**src/rtl/mod_updown_counter.sv**
```systemverilog
// Modulo-N up/down counter with range-checked load, synchronous clear, wrap or
// saturate at the bounds, and a combinational terminal count for cascading stages.
module mod_updown_counter #(
   parameter int WIDTH    = 8,
   parameter int MIN_VAL  = 0,
   parameter int MAX_VAL  = 59,
   parameter int SATURATE = 0
) (
   input  logic             CLK,
   input  logic             RST,
   input  logic             CE,
   input  logic             CLR,
   input  logic             LD,
   input  logic             Up_Down,
   input  logic [WIDTH-1:0] Count_In,
   output logic [WIDTH-1:0] Count_Out,
   output logic             TC,
   output logic             WRAP,
   output logic             LD_ERR
);

   localparam logic [WIDTH-1:0] MIN_V = WIDTH'(MIN_VAL);
   localparam logic [WIDTH-1:0] MAX_V = WIDTH'(MAX_VAL);
   localparam bit MAX_IS_TOP = (longint'(MAX_VAL) == ((longint'(1) << WIDTH) - 1));

   logic [WIDTH-1:0] count_reg, count_next;
   logic             wrap_reg, wrap_next;
   logic             ld_err_reg, ld_err_next;

   logic in_below, in_above;
   logic cnt_below, cnt_above;
   logic at_max, at_min;

   // Bound comparisons that are constant for the chosen parameters are tied off
   // here so the datapath never contains a degenerate compare.
   generate
      if (MIN_VAL == 0) begin : g_min_zero
         assign in_below  = 1'b0;
         assign cnt_below = 1'b0;
      end else begin : g_min_cmp
         assign in_below  = (Count_In < MIN_V);
         assign cnt_below = (count_reg < MIN_V);
      end

      if (MAX_IS_TOP) begin : g_max_top
         assign in_above  = 1'b0;
         assign cnt_above = 1'b0;
      end else begin : g_max_cmp
         assign in_above  = (Count_In > MAX_V);
         assign cnt_above = (count_reg > MAX_V);
      end
   endgenerate

   assign at_max = (count_reg == MAX_V);
   assign at_min = (count_reg == MIN_V);

   always_comb begin
      count_next  = count_reg;
      wrap_next   = 1'b0;
      ld_err_next = 1'b0;
      if (CLR) begin
         count_next = MIN_V;
      end else if (CE && LD) begin
         if (in_above) begin
            count_next  = MAX_V;
            ld_err_next = 1'b1;
         end else if (in_below) begin
            count_next  = MIN_V;
            ld_err_next = 1'b1;
         end else begin
            count_next = Count_In;
         end
      end else if (CE) begin
         if (cnt_above || cnt_below) begin
            count_next = MIN_V;
         end else if (Up_Down) begin
            if (!at_max) begin
               count_next = count_reg + 1'b1;
            end else if (SATURATE == 0) begin
               count_next = MIN_V;
               wrap_next  = 1'b1;
            end
         end else begin
            if (!at_min) begin
               count_next = count_reg - 1'b1;
            end else if (SATURATE == 0) begin
               count_next = MAX_V;
               wrap_next  = 1'b1;
            end
         end
      end
   end

   always_ff @(posedge CLK or posedge RST) begin
      if (RST) begin
         count_reg  <= MIN_V;
         wrap_reg   <= 1'b0;
         ld_err_reg <= 1'b0;
      end else begin
         count_reg  <= count_next;
         wrap_reg   <= wrap_next;
         ld_err_reg <= ld_err_next;
      end
   end

   assign Count_Out = count_reg;
   assign WRAP      = wrap_reg;
   assign LD_ERR    = ld_err_reg;

   // Zero-latency so a downstream stage steps on the same edge this one wraps.
   assign TC = CE & ~LD & ~CLR & ((Up_Down & at_max) | (~Up_Down & at_min));

endmodule
```
**config.mk**
```make
export PLATFORM = sky130hd
export DESIGN_NAME = mod_updown_counter
export DESIGN_NICKNAME = d
export VERILOG_FILES = /design/src/rtl/mod_updown_counter.sv
export SDC_FILE = /design/constraint.sdc
export NUM_CORES = 1
export LEC_CHECK = 0
export BUFFER_PORTS_ARGS = -buffer_cell sky130_fd_sc_hd__buf_4
export CAP_MARGIN = 10
export CELL_PAD_IN_SITES_DETAIL_PLACEMENT = 1
export CELL_PAD_IN_SITES_GLOBAL_PLACEMENT = 1
export CORE_MARGIN = 5
export CORE_UTILIZATION = 38
export DETAILED_ROUTE_END_ITERATION = 8
export PLACE_DENSITY = 0.83
export RECOVER_POWER = 100
export SYNTH_ARGS = -nofsm -noshare
export SYNTH_HDL_FRONTEND = slang
export SYNTH_SLANG_ARGS = --single-unit
```
**constraint.sdc**
```tcl
create_clock -name CLK -period 2.22 [get_ports CLK]
set_input_delay 0.111 -clock CLK [delete_from_list [all_inputs] [get_ports CLK]]
set_output_delay 0.111 -clock CLK [all_outputs]
set_load 0.005 [all_outputs]
```
==> flow_summary.yaml <==
synth:
  synthCells: 109
  synth_top_area_share_pct: 26.5
  synthTopCellsByArea: "dfrtp_1 (26%), nor3_1 (4.8%), buf_6 (4.8%)"
  synth_area_um2: 946
  ys_ff_latch: 10
  post_synth.cell_area_avg_um2: 8.68
  ys_warn_count: 0
  ys_types: 43
  synth_nets: 125
  synth_largest_area_cell: "dfrtp_1"
  yosysSeqAreaShare_pct: 26.5
grt:
  grt-busiest-layer: "met2"
  grt_pass1_wl_um: 5220
  grtUsageTotal_pct: 19.4
  antenna_found_initial: 0
  use_met2_pct: 32.9
  grt-ovfl-total: 0
  gr-usage-met3_pct: 2.16
  grt_util_met1_pct: 25.3
  grt_pass1_vias: 1034
  grt_max_degree: 13
routing:
  vias: 977
  first_iter_violations: 42
  via_per_inst: 6.07
  wirelength_um: 3220
  route.detailed.wl_per_inst_um: 20.0
  route.detailed.drc: 0
  ant_nets: 0
  drt_first_pass_iters: 4
place:
  dpl_cell_area_um2: 1100
  gp_congestion: 0.944
  port_buffers: 24
  hpwl_um: 2550
  dp_slack_ns: 0.256
timing:
  worst_slew_pin_slew_ns: 0.430
  fmax_mhz: 478
  maxSlewViolCount: 0
  finClkSkew_ns: 0.00231
  fin_setup_tns_ns: 0
  rsz0062_at_grt: "false"
  finalCriticalPeriod_ns: 2.09
  hold_violations: 0
  finalSetupViolCount: 0
  fin_crit_sh_pct: 94.2
  relSlewSlack_pct: 71.3
  postLayoutSetupSlackWorst_ns: 0.129
  whs_ns: 0.0969
clock_network:
  clock_sinks: 10
  ctsRootBufferMaster: "clkbuf_4"
  cts_tree: "built"
  cts_buffers: 3
  htreeDepth: 1
  clock_latency_ns: 0.27
  cts_max_path_buffers: 2
  cts.reportedPaths.clkPinSlew_ns: 0.07
final_layout:
  n_fill_cell: 302
  regArea_um2: 253
  drive_gt1_share_pct: 33.6
  diodes: 0
  fin_area_um2: 1150
  multiInputGateArea_um2: 588
  syn2layout_area_growth_pct: 21.6
  fin_nets: 148
worst_setup_path:
  r2r-end: "Count_Out[2]$_DFFE_PP0P_"
  cp-end-kind: "output port"
  critPathMaxFanout: 7
  crit_start: "Count_Out[0]$_DFFE_PP0P_"
  rr_startpoint: "Count_Out[4]$_DFFE_PP0P_"
  crit_path_top_delay_cell: "dfrtp_2"
  crit_arrival_ns: 1.98
  slowest_delay_ns: 0.44
  cp.depth: 5
  path_class: "flop to output port"
  crit_chain: "ha_2, nor4b_2, nand3_1, a2111oi_2, buf_4"
  cp.required_ns: 2.11
  path_delay_family: "flip-flops"
  path_buf_inv: 1
  crit_end: "TC"
  reg2reg_depth: 5
  reg2reg_slack_ns: 0.40
  worstSetupStartpointType: "flop"
floorplan:
  dieArea_um2: 3590
  die_x_um: 59.9
  start_util_pct: 38.9
  coreArea_um2: 2430
  die_height_um: 59.9
  rows: 18
  io_pins: 25
power:
  ir_worst_vdd_mv: 0.282
  power_density_nw_per_um2: 529
  power.leakage_nw: 0.496
worst_hold_path:
  worstHoldStart: "CLR"
  hp-class: "input port to flop"
job:
  drv_cap: 0
status:
  run_status: "finished clean"
## layout by cell type, fill, tap and decap left out, types with 5 or more instances in the layout
cell type / n
buf_4: 15
clkbuf_4: 12
inv_1: 9
nor3_1: 9
dfrtp_1: 8
a21oi_1: 6
nor2_1: 5
nand2_1: 5
## metal layers
layer,vias to the layer above,share of wire [%]
met5,-,0
met4,0,0.68
met3,4,3.6
met2,29,52
met1,484,44
li1,460,-
## what timing repair did
action / CTS / global route
hold buffers: 1 / 0
hold endpoints to repair: 10 / 0
buffers inserted: 0 / 0
gates resized for setup: 1 / 3
setup endpoints to repair: 1 / 1
## per-stage QoR
step                power (W)  utilization [%]  instances
floorplan            0.000372                -        109
global placement     0.000433             45.2        156
detailed placement   0.000441             45.2        156
CTS                  0.000615             47.4        161
global route         0.000642             47.3        161
finish               0.000609             47.3        161
## final cells by class
cell class	instances	area share (%)
timing repair buffer	27	17.2
clock buffer	4	3.16
tap	30	3.26
sequential	10	22.0
inverter	10	3.26
multi-input combinational	80	51.1
## power breakdown
group,internal (W),total [W],switching (W)
logic,0.0000987,0.000209,0.000111
registers,0.000195,0.000228,0.0000331
clock network,0.0000998,0.000171,0.0000715
total,0.000394,0.000609,0.000215
## kinds of logic (layout without fill, tap and decap cells)
family,count (synthesis),after routing,synth area share [%]
compound gates,35,35,28.3
xor+xnor,3,3,2.78
fa+ha+maj,2,2,2.65
buf+inv,19,41,12.3
flops,10,10,26.5
mux,1,1,1.19
simple gates,39,39,26.3
## how the worst min path moves through the flow
| stage | to | slack (ns) | cells after the start |
|---|---|---|---|
| finish | WRAP$_DFF_PP0_ | 0.1 | 2 |
| global route | WRAP$_DFF_PP0_ | 0.10 | 2 |
| CTS | WRAP$_DFF_PP0_ | 0.09 | 2 |
| detailed placement | Count_Out[7]$_DFFE_PP0P_ | 0.14 | 2 |
| global placement | Count_Out[6]$_DFFE_PP0P_ | 0.12 | 2 |
| floorplan | Count_Out[0]$_DFFE_PP0P_ | -0.05 | 1 |
## state kept, by name, indices dropped and copies added (netlist names)
signal and flops:
Count_Out 8, LD_ERR 1, WRAP 1
## synth_stat cells (all sizes together)
cell type  instances
nor3               9
a31oi              3
a2111oi            2
nand4b             1
nor2               5
a221oi             3
nor4b              2
nand2              5
o22ai              2
o211ai             3
nand3              3
o32ai              2
buf                8
a311oi             3
a21o               2
or3                2
or2                3
and3               3
clkinv             1
nor4               1
a21oi              6
a32o               1
clkbuf             1
nor2b              1
and4               2
o31ai              1
o21bai             1
o221ai             1
o21ai              4
a22oi              1
xnor2              3
mux2               1
nand4              1
ha                 2
inv                9
nand2b             1
dfrtp             10
Power figures use the tool's default switching activity.
